===== config.mk =====
export PLATFORM = sky130hd
export DESIGN_NAME = spi_slave_flat
export DESIGN_NICKNAME = d
export VERILOG_FILES = /design/src/rtl/spi_slave_pkg.sv /design/src/rtl/spi_slave_if.sv /design/src/rtl/spi_slave_sync.sv /design/src/rtl/spi_slave.sv /design/src/flat_wrapper.sv
export SDC_FILE = /design/constraint.sdc
export NUM_CORES = 1
export LEC_CHECK = 0
export CORE_ASPECT_RATIO = 0.7
export CORE_MARGIN = 2
export CORE_UTILIZATION = 56
export DETAILED_ROUTE_END_ITERATION = 6
export HOLD_SLACK_MARGIN = 0.15
export PLACE_DENSITY = 0.92
export SLEW_MARGIN = 0
export SYNTH_ARGS = -nofsm -noshare
export SYNTH_HDL_FRONTEND = slang
export SYNTH_SLANG_ARGS = --single-unit

===== constraint.sdc =====
create_clock -name clk -period 3.9 [get_ports clk]
set_input_delay 0.39 -clock clk [delete_from_list [all_inputs] [get_ports clk]]
set_output_delay 0.39 -clock clk [all_outputs]
set_load 0.05 [all_outputs]

===== src/rtl/spi_slave_pkg.sv =====
// Shared types and sizing for the SPI slave: FSM state encoding, byte width
// and synchronizer depth.
package spi_pkg;

    localparam int SPI_BYTE_W      = 8;
    localparam int SPI_SYNC_STAGES = 2;

    typedef enum logic [1:0] {
        IDLE  = 2'd0,
        LOAD  = 2'd1,
        SHIFT = 2'd2
    } spi_state_t;

endpackage


===== src/rtl/spi_slave_if.sv =====
// Bundle of SPI pins plus the parallel byte-side handshake of the SPI slave.
// The slave modport is the DUT view; the master modport is the bench/host view.
interface spi_slave_if;
    import spi_pkg::*;

    logic                  cs;
    logic                  sclk;
    logic                  mosi;
    logic                  miso;
    logic                  miso_oe;
    logic [SPI_BYTE_W-1:0] tx_data;
    logic                  tx_req;
    logic [SPI_BYTE_W-1:0] rx_data;
    logic                  rx_valid;
    logic                  abort;

    modport slave (
        input  cs, sclk, mosi, tx_data,
        output miso, miso_oe, tx_req, rx_data, rx_valid, abort
    );

    modport master (
        output cs, sclk, mosi, tx_data,
        input  miso, miso_oe, tx_req, rx_data, rx_valid, abort
    );

endinterface


===== src/rtl/spi_slave_sync.sv =====
// Multi-flop synchronizer for asynchronous inputs; each bit resets to its own
// value from RESET_VAL so idle pin levels are presented during reset.
module spi_sync
    import spi_pkg::*;
#(
    parameter int               WIDTH     = 1,
    parameter logic [WIDTH-1:0] RESET_VAL = '0
) (
    input  logic             clk,
    input  logic             rst,
    input  logic [WIDTH-1:0] d,
    output logic [WIDTH-1:0] q
);

    logic [WIDTH-1:0] stages [SPI_SYNC_STAGES];

    always_ff @(posedge clk or posedge rst) begin
        if (rst) begin
            for (int i = 0; i < SPI_SYNC_STAGES; i++) begin
                stages[i] <= RESET_VAL;
            end
        end else begin
            stages[0] <= d;
            for (int i = 1; i < SPI_SYNC_STAGES; i++) begin
                stages[i] <= stages[i-1];
            end
        end
    end

    assign q = stages[SPI_SYNC_STAGES-1];

endmodule


===== src/rtl/spi_slave.sv =====
// SPI mode-0 slave, oversampled by the system clock. Define
// SPI_SLAVE_LSB_FIRST_EN for LSB-first bit order (default MSB first).
module spi_slave
    import spi_pkg::*;
(
    input  logic        clk,
    input  logic        rst,
    spi_slave_if.slave  bus
);

    localparam int                 CNT_W    = $clog2(SPI_BYTE_W);
    localparam logic [CNT_W-1:0]   CNT_LAST = CNT_W'(SPI_BYTE_W - 1);
    localparam logic [1:0]         SETTLE   = 2'(SPI_SYNC_STAGES);

    spi_state_t            state, state_next;
    logic [2:0]            sync_q;
    logic                  cs_s, sclk_s, mosi_s;
    logic                  cs_d, sclk_d;
    logic                  cs_fall, sclk_rise, sclk_fall;
    logic [1:0]            settle_cnt;
    logic                  armed;
    logic [CNT_W-1:0]      bit_cnt;
    logic [SPI_BYTE_W-2:0] tx_sr;
    logic [SPI_BYTE_W-2:0] rx_sr;
    logic                  miso_r;
    logic                  do_load, do_sample, do_shift, do_abort;
    logic [SPI_BYTE_W-1:0] rx_next;
    logic [SPI_BYTE_W-2:0] tx_load_rest, tx_shift_next;
    logic                  tx_first, tx_out;

    spi_sync #(.WIDTH(3), .RESET_VAL(3'b100)) u_sync (
        .clk (clk),
        .rst (rst),
        .d   ({bus.cs, bus.sclk, bus.mosi}),
        .q   (sync_q)
    );

    assign cs_s      = sync_q[2];
    assign sclk_s    = sync_q[1];
    assign mosi_s    = sync_q[0];
    assign cs_fall   = cs_d & ~cs_s;
    assign sclk_rise = sclk_s & ~sclk_d;
    assign sclk_fall = ~sclk_s & sclk_d;

    // tx_sr holds only the bits not yet driven; miso_r carries the current one.
`ifdef SPI_SLAVE_LSB_FIRST_EN
    assign rx_next       = {mosi_s, rx_sr};
    assign tx_first      = bus.tx_data[0];
    assign tx_load_rest  = bus.tx_data[SPI_BYTE_W-1:1];
    assign tx_out        = tx_sr[0];
    assign tx_shift_next = {1'b0, tx_sr[SPI_BYTE_W-2:1]};
`else
    assign rx_next       = {rx_sr, mosi_s};
    assign tx_first      = bus.tx_data[SPI_BYTE_W-1];
    assign tx_load_rest  = bus.tx_data[SPI_BYTE_W-2:0];
    assign tx_out        = tx_sr[SPI_BYTE_W-2];
    assign tx_shift_next = {tx_sr[SPI_BYTE_W-3:0], 1'b0};
`endif

    // A CS level that was already low at reset release must not look like a
    // fresh select, so selection is armed only after CS is seen high post-reset.
    always_ff @(posedge clk or posedge rst) begin
        if (rst) begin
            cs_d       <= 1'b1;
            sclk_d     <= 1'b0;
            settle_cnt <= '0;
            armed      <= 1'b0;
        end else begin
            cs_d   <= cs_s;
            sclk_d <= sclk_s;
            if (settle_cnt != SETTLE) begin
                settle_cnt <= settle_cnt + 2'd1;
            end
            if (settle_cnt == SETTLE && cs_s) begin
                armed <= 1'b1;
            end
        end
    end

    always_ff @(posedge clk or posedge rst) begin
        if (rst) begin
            state <= IDLE;
        end else begin
            state <= state_next;
        end
    end

    // CS high takes priority over any SCLK edge seen in the same cycle.
    always_comb begin
        state_next = state;
        do_load    = 1'b0;
        do_sample  = 1'b0;
        do_shift   = 1'b0;
        do_abort   = 1'b0;
        case (state)
            IDLE: begin
                if (armed && cs_fall) begin
                    state_next = LOAD;
                end
            end
            LOAD: begin
                if (cs_s) begin
                    state_next = IDLE;
                end else begin
                    state_next = SHIFT;
                    do_load    = 1'b1;
                end
            end
            SHIFT: begin
                if (cs_s) begin
                    state_next = IDLE;
                    do_abort   = (bit_cnt != '0);
                end else begin
                    do_sample  = sclk_rise;
                    do_shift   = sclk_fall;
                end
            end
            default: state_next = IDLE;
        endcase
    end

    always_ff @(posedge clk or posedge rst) begin
        if (rst) begin
            bit_cnt     <= '0;
            tx_sr       <= '0;
            rx_sr       <= '0;
            miso_r      <= 1'b0;
            bus.rx_data <= '0;
            bus.rx_valid <= 1'b0;
            bus.tx_req  <= 1'b0;
            bus.abort   <= 1'b0;
        end else begin
            bus.rx_valid <= 1'b0;
            bus.tx_req   <= 1'b0;
            bus.abort    <= do_abort;
            if (state_next == IDLE) begin
                bit_cnt <= '0;
                miso_r  <= 1'b0;
            end
            if (do_load) begin
                tx_sr      <= tx_load_rest;
                miso_r     <= tx_first;
                bit_cnt    <= '0;
                rx_sr      <= '0;
                bus.tx_req <= 1'b1;
            end
            if (do_sample) begin
                rx_sr   <= rx_next[SPI_BYTE_W-2:0];
`ifdef SPI_SLAVE_LSB_FIRST_EN
                rx_sr   <= rx_next[SPI_BYTE_W-1:1];
`endif
                bit_cnt <= bit_cnt + CNT_W'(1);
                if (bit_cnt == CNT_LAST) begin
                    bus.rx_data  <= rx_next;
                    bus.rx_valid <= 1'b1;
                end
            end
            // Counter at zero on a falling edge means a byte boundary: refill.
            if (do_shift) begin
                if (bit_cnt != '0) begin
                    tx_sr  <= tx_shift_next;
                    miso_r <= tx_out;
                end else begin
                    tx_sr      <= tx_load_rest;
                    miso_r     <= tx_first;
                    bus.tx_req <= 1'b1;
                end
            end
        end
    end

    assign bus.miso    = miso_r;
    assign bus.miso_oe = (state != IDLE);

endmodule


===== src/flat_wrapper.sv =====
// flat-port wrapper written by rule: the top's interface ports become plain ports
module spi_slave_flat import spi_pkg::*;
  (clk, rst, bus_cs, bus_sclk, bus_mosi, bus_tx_data, bus_miso, bus_miso_oe, bus_tx_req, bus_rx_data, bus_rx_valid, bus_abort);
  spi_slave_if bus_i ();
  input  logic clk;
  input  logic rst;
  input wire logic [$bits(bus_i.cs)-1:0] bus_cs;
  input wire logic [$bits(bus_i.sclk)-1:0] bus_sclk;
  input wire logic [$bits(bus_i.mosi)-1:0] bus_mosi;
  input wire logic [$bits(bus_i.tx_data)-1:0] bus_tx_data;
  output wire logic [$bits(bus_i.miso)-1:0] bus_miso;
  output wire logic [$bits(bus_i.miso_oe)-1:0] bus_miso_oe;
  output wire logic [$bits(bus_i.tx_req)-1:0] bus_tx_req;
  output wire logic [$bits(bus_i.rx_data)-1:0] bus_rx_data;
  output wire logic [$bits(bus_i.rx_valid)-1:0] bus_rx_valid;
  output wire logic [$bits(bus_i.abort)-1:0] bus_abort;
  assign bus_i.cs = bus_cs;
  assign bus_i.sclk = bus_sclk;
  assign bus_i.mosi = bus_mosi;
  assign bus_i.tx_data = bus_tx_data;
  assign bus_miso = bus_i.miso;
  assign bus_miso_oe = bus_i.miso_oe;
  assign bus_tx_req = bus_i.tx_req;
  assign bus_rx_data = bus_i.rx_data;
  assign bus_rx_valid = bus_i.rx_valid;
  assign bus_abort = bus_i.abort;
  spi_slave u_core (.clk(clk), .rst(rst), .bus(bus_i));
endmodule

; ---- After elaboration in Yosys (flattened, before gate mapping)
; Index checks and enable logic that the tools add are counted.
[op_classes]
shift = 0
n_mul = 0
reduce_logical = 11
muxes = 29
n_addsub = 2
n_lt_le_gt_ge = 0
eq_ne = 5
n_div = 0
bitwise = 6
[op_table]
columns = operator, count
row1 = 2-to-1 mux 7 bit, 5
row2 = 2-to-1 mux 1 bit, 17
row3 = 2-to-1 mux 3 bit, 3
row4 = nonzero test 3 bit, 3
row5 = 2-to-1 mux 2 bit, 3
row6 = one-hot mux 2 bit (3 select lines), 1
row7 = nonzero test 2 bit, 3
row8 = "== test 2 bit, second input constant", 2
row9 = zero test 2 bit, 2
row10 = "adder 3 x 1 -> 3 bit, second input constant", 1
row11 = bitwise AND 1 bit, 3
row12 = "== test 3 bit, second input constant", 1
row13 = NOT 1 bit, 3
row14 = "adder 2 x 1 -> 2 bit, second input constant", 1
row15 = "== test 2 x 1 -> 1 bit, second input constant", 1
row16 = logical AND 1 bit, 2
row17 = "inequality test 2 bit, second input constant", 1
row18 = AND reduction 2 bit, 1
[totals]
ramBits = 0
out_inout_bits = 13
word_cells = 68
inputBits = 13
n_memories = 0
latchBits = 0
register_bits = 42
mem_bits_ro = 0

; ---- Logic depth before layout (Yosys ltp)
[logic_depth]
word_depth = 9
mapped_depth = 6
depth_no_buf = 6

; ---- Hierarchy
; Synthesis repeated with hierarchy kept, for this count alone.
[hier_totals]
cells_unflattened = 122
area_unflattened_um2 = 1702.9
[modules_own_cells]
columns = mod, n_inst, area_each_um2, cells_per_inst
row1 = spi_slave, 1, 1524.0, 112
row2 = spi_sync, 1, 178.9, 10

; ---- Worst setup path before layout
; OpenSTA, ideal clock, no wires.
[synth_path]
path_kind = register -> register
startpoint = reg u_core.u_sync.stages (netlist bit u_core.u_sync.q[2])
endpoint = reg u_core.tx_sr[1]
n_path_buf = 1
required_ps = 3782
synth_period_minus_slack_ps = 1444
arrival_time_ps = 1326
path_stages_with_launch = 5
setup_ps = 118
path_slack_ps = 2456
path_cell_list = dfstp_2 > buf_1 > nor3_2 > a22o_1 > a21o_1
[synth_via]
elab_chain_len = 3
[synth_rtl]
columns = item, line
row1 = "start, declared", spi_slave_sync.sv:15  ; logic [WIDTH-1:0] stages [SPI_SYNC_STAGES];
row2 = "start signal, assigned by index", spi_slave_sync.sv:25  ; stages[i] <= stages[i-1];
row3 = "2-to-1 mux 1 bit, on equally long branches", "spi_slave.sv:110, spi_slave.sv:102"
row4 = 2-to-1 mux 1 bit, spi_slave.sv:95  ; case (state)
row5 = 2-to-1 mux 7 bit or nonzero test 2 bit (tied branches), --
row6 = "end signal, assigned", spi_slave.sv:141  ; tx_sr <= tx_load_rest;
row7 = "end signal, assigned", spi_slave.sv:161  ; tx_sr <= tx_shift_next;
row8 = "end signal, assigned", spi_slave.sv:164  ; tx_sr <= tx_load_rest;
row9 = "end, declared", spi_slave.sv:23  ; logic [SPI_BYTE_W-2:0] tx_sr;
; Several ways; a longest one is shown, not always the timed one.
; A chain may end at the register's enable or synchronous reset.

; ---- Worst setup path after layout
[layout_path]
startpoint = reg u_core.state[1]
endpoint = out bus_miso_oe
[layout_via]
elab_chain_len = 1
[layout_rtl]
columns = item, line
row1 = "start, declared", spi_slave.sv:15  ; spi_state_t state, state_next;
row2 = "start signal, assigned", spi_slave.sv:84  ; state <= state_next;
row3 = nonzero test 2 bit, spi_slave.sv:173  ; assign bus.miso_oe = (state != IDLE);
row4 = "end, declared", flat_wrapper.sv:12  ; output wire logic [$bits(bus_i.miso_oe)-1:0] bus_miso_oe;
; No other way between the ends.

==> impl_summary.txt <==
----------------------------------------------------
[Status]
  Result of the run ... completed

[Placement]
  Cell area after placement ... ~2000 um^2
  IO Port Bufs ... 25
  GP Congestion ... ~0.8
  Detailed Place HPWL ... around 2100 um
  Placed cell count ... approximately 180

[Critical path]
  Sequence of cells on the critical path ... or2_2, clkdlybuf4s50_1
  Critical Path AT ... roughly 1800 ps
  Required time of the critical path ... ~3500 ps
  Maximum single-stage delay on the critical path ... roughly 700 ps
  Slowest cell on the critical path ... sky130_fd_sc_hd__clkdlybuf4s50_1
  Max Fanout on Critical Path ... 7
  Crit path launch type ... register
  Kind of critical path ... reg -> out
  Worst Setup End Kind ... primary output

[Drt]
  Met2 wire length ... ~1500 um
  Via Count ... roughly 1000
  Number of DRC markers in iteration 0 ... 75
  Antenna Violating Nets Remaining ... 0
  Highest metal used ... met4
  Via-to-Cell Ratio ... approximately 5.5
  Routed met1 length ... 1460 um
  Sum of met3 wire segment lengths after detailed routing ... between 100 and 150 um
  Final routed DRC violation total ... 0
  Pre-Repair DR Iteration Count ... 4
  Detail-routed net length per standard cell ... about 17 um
  Total routed wirelength ... between 3000 and 4000 um

[STA]
  Accumulated negative setup slack ... 0 ps
  Fin crit period ... roughly 2100 ps
  Normalized max-slew margin ... between 50% and 60%
  Endpoints failing hold ... 0
  Transition time at the pin with the least slew margin ... ~600 ps
  Max-slew violation total from the final report ... 0
  Achievable clock frequency ... approximately 470 MHz
  Final period utilization ... 55.0%
  Worst clock skew ... 8.83 ps
  Number of endpoints failing setup at the final stage ... 0
  Final Hold Slack ... roughly 350 ps
  Unrepaired setup endpoints after global routing ... no

[Pwr]
  Leak ... approximately 1.0 nW
  Proportion of power drawn by combinational gates ... 10.2%
  Net load switching power ... 0.204 mW
  Power per Cell Area ... approximately 440 nW/um^2
  Sequential fraction of design power ... 53.3%
  Maximum VDD drop ... ~420 uV
  Clock network fraction of total power ... ~37%
  Int Power ... about 0.7 mW
  Switching share of power ... between 20% and 30%

[Die]
  Starting Density ... approximately 59%
  Row Count ... 16
  Width of the die ... a little under 70 um
  Die ar. ... ~3400 um^2
  Number of ports placed on the die boundary ... 26
  Area of the core ... ~2800 um^2
  Height of the die ... slightly below 50 um

[Yosys]
  Ys Warns ... 0
  Number of synthesized register bits ... 42
  Share of the synthesized area in the top cell type ... about three fifths
  Number of cells produced by synthesis ... approximately 120
  Synth area leaders ... sky130_fd_sc_hd__dfrtp_1, sky130_fd_sc_hd__a22o_1, sky130_fd_sc_hd__mux2_4
  Post-synthesis sequential area ratio ... a little over three fifths
  Avg Synthesized Cell Area ... between 10 and 15 um^2
  Synthesized cell area ... roughly 1700 um^2
  Synth unique cells ... 29
  Area leader, netlist ... sky130_fd_sc_hd__dfrtp_1
  Nets in the synthesized netlist ... around 130

[Final layout]
  Ratio of cells with drive above 1 in the final layout ... between 10% and 20%
  Total of fill cells in the finished design ... between 150 and 200
  Final non-filler cell area ... a little over 2000 um^2
  Layout Utilization ... between 70 and 80%
  Area Overhead vs Synth ... 23.9%
  Most frequent cells in the layout ... sky130_fd_sc_hd__dfrtp_1, sky130_fd_sc_hd__clkdlybuf4s50_1, sky130_fd_sc_hd__a22o_1
  Most common cell after layout, fill and taps aside ... sky130_fd_sc_hd__dfrtp_1
  Final non-filler cell total ... roughly 190
  Net count reported at finish ... around 170
  Diodes inserted ... 0

[Clocking]
  Clock buffers created by TritonCTS ... 5
  H-tree lvl count ... 2
  CTS Root Buffer Type ... sky130_fd_sc_hd__clkbuf_8
  Hold_buf cts ... 0
  Longest Clk Path Bufs ... 2
  Post-cts sizing count ... 0
  Insertion delay of the later-clocked pin in the worst-skew pair ... slightly below 300 ps
  Total number of clock tree sinks ... 42
  Clock transition at the register clock pins on the worst setup and hold paths after CTS ... 80 ps
  Post CTS Setup Buffer Count ... 0
  TritonCTS clock tree ... yes

[GRT]
  GRT Util Overall ... 20.7%
  Initial antenna violation count ... 0
  Number of global-route vias before repair ... 1096
  Largest net degree at the start of global routing ... 43
  Wire length of the first global-routing pass ... 5330 um
  Grt total ovfl ... 0

[Flow run]
  Max_cap viols ... 0

[Hold path]
  Worst hold-check path type ... reg -> reg

----------------------------------------------------
==> layout make-up <==
class	instances	area, um^2	share of cell area (%)
repair buffers	26	258	12.4
clock buffers	7	76.3	3.68
clock inverters	1	30.0	1.45
flip-flops and latches	42	1050	50.8
multi-input cells	67	588	28.3
inverters	6	22.5	1.09
well taps	36	45.0	2.17
==> synthesized netlist by cell type <==
| cell | n |
|---|---|
| sky130_fd_sc_hd__dfrtp_1 | 39 |
| sky130_fd_sc_hd__a22o_1 | 16 |
| sky130_fd_sc_hd__a21o_1 | 8 |
| sky130_fd_sc_hd__mux2_4 | 8 |
| sky130_fd_sc_hd__inv_1 | 6 |
| sky130_fd_sc_hd__nand2b_1 | 5 |
| sky130_fd_sc_hd__ha_1 | 4 |
| sky130_fd_sc_hd__dfstp_2 | 3 |
| sky130_fd_sc_hd__o21ai_0 | 3 |
| sky130_fd_sc_hd__a21oi_1 | 2 |
| sky130_fd_sc_hd__nand2_1 | 2 |
| sky130_fd_sc_hd__nor2_1 | 2 |
| sky130_fd_sc_hd__nor2b_1 | 2 |
| sky130_fd_sc_hd__nor4_1 | 2 |
| sky130_fd_sc_hd__a211oi_1 | 1 |
| sky130_fd_sc_hd__a21boi_1 | 1 |
| sky130_fd_sc_hd__and4bb_1 | 1 |
| sky130_fd_sc_hd__buf_1 | 1 |
| sky130_fd_sc_hd__buf_2 | 1 |
| sky130_fd_sc_hd__mux2_2 | 1 |
| sky130_fd_sc_hd__nand2_4 | 1 |
| sky130_fd_sc_hd__nand4bb_1 | 1 |
| sky130_fd_sc_hd__nor2_2 | 1 |
| sky130_fd_sc_hd__nor3_1 | 1 |
| sky130_fd_sc_hd__nor3_2 | 1 |
| sky130_fd_sc_hd__nor3_4 | 1 |
| sky130_fd_sc_hd__nor3b_1 | 1 |
| sky130_fd_sc_hd__or2_2 | 1 |
| sky130_fd_sc_hd__xnor2_1 | 1 |
==> power groups by stage <==
stage          Clock [mW]  Sequential [mW]  Combinational [mW]
3_3_place_gp            0            0.490              0.0887
6_report            0.332            0.485              0.0926
2_1_floorplan           0            0.491              0.0603
5_1_grt             0.354            0.488               0.102
4_1_cts             0.336            0.484              0.0941
3_5_place_dp            0            0.492              0.0927
==> critical path: cells and delay by family (launching register included) <==
| family | cells | cell delay, ps |
|---|---|---|
| buf+inv | 1 | 700 |
| flops | 1 | 440 |
| simple gates | 1 | 320 |
==> flip-flops by register name, summed over array words and instances (netlist names), 2 cells and up <==
name	cells
u_core.bit_cnt	3
u_core.settle_cnt	2
u_core.rx_sr	7
u_core.bus.rx_data	8
u_core.u_sync.stages	3
u_core.u_sync.q	3
u_core.tx_sr	7
u_core.state	2
==> stage by stage <==
stage / setup WS, ps / power (mW)
3_5_place_dp: 2070 / 0.585
6_report: 1750 / 0.909
3_3_place_gp: 2090 / 0.579
4_1_cts: 1740 / 0.914
2_1_floorplan: 2460 / 0.551
5_1_grt: 1710 / 0.944
==> cells by family (layout without fill, tap and decap cells) <==
logic type	Yosys count	after routing	synth area share (%)
AO/OA/AOI/OAI	31	31	14.3
XOR/XNOR	1	1	0.523
adder cells (fa/ha/maj)	4	4	2.99
buffers and inverters	8	40	1.87
flip-flops	42	42	63.0
multiplexers	9	9	7.85
AND/OR/NAND/NOR	22	22	9.42
==> path summary, 6_finish.rpt <==
path                                                   start                                 to  slack (ps)  cells past startpoint
min in group asynchronous                                rst        u_core.tx_sr[0]$_DFFE_PP0P_         530                      3
max in group asynchronous                                rst       u_core.u_sync.q[2]$_DFF_PP1_        2990                      3
min reg2reg                u_core.u_sync.stages[3]$_DFF_PP0_       u_core.u_sync.q[0]$_DFF_PP0_         350                      0
max                                u_core.state[1]$_DFF_PP0_                        bus_miso_oe        1750                      2
min                        u_core.u_sync.stages[3]$_DFF_PP0_       u_core.u_sync.q[0]$_DFF_PP0_         350                      0
max reg2reg                        u_core.state[0]$_DFF_PP0_  u_core.bus.rx_data[0]$_DFFE_PP0P_        2070                      4
==> metal layers <==
layer / track usage [%] / up-vias
met3: 5.52 / 4
met2: 35.1 / 21
met4: 6.86 / 0
met1: 26.3 / 515
met5: 0 / -
li1: - / 483
(Power assumes the default switching activity.)
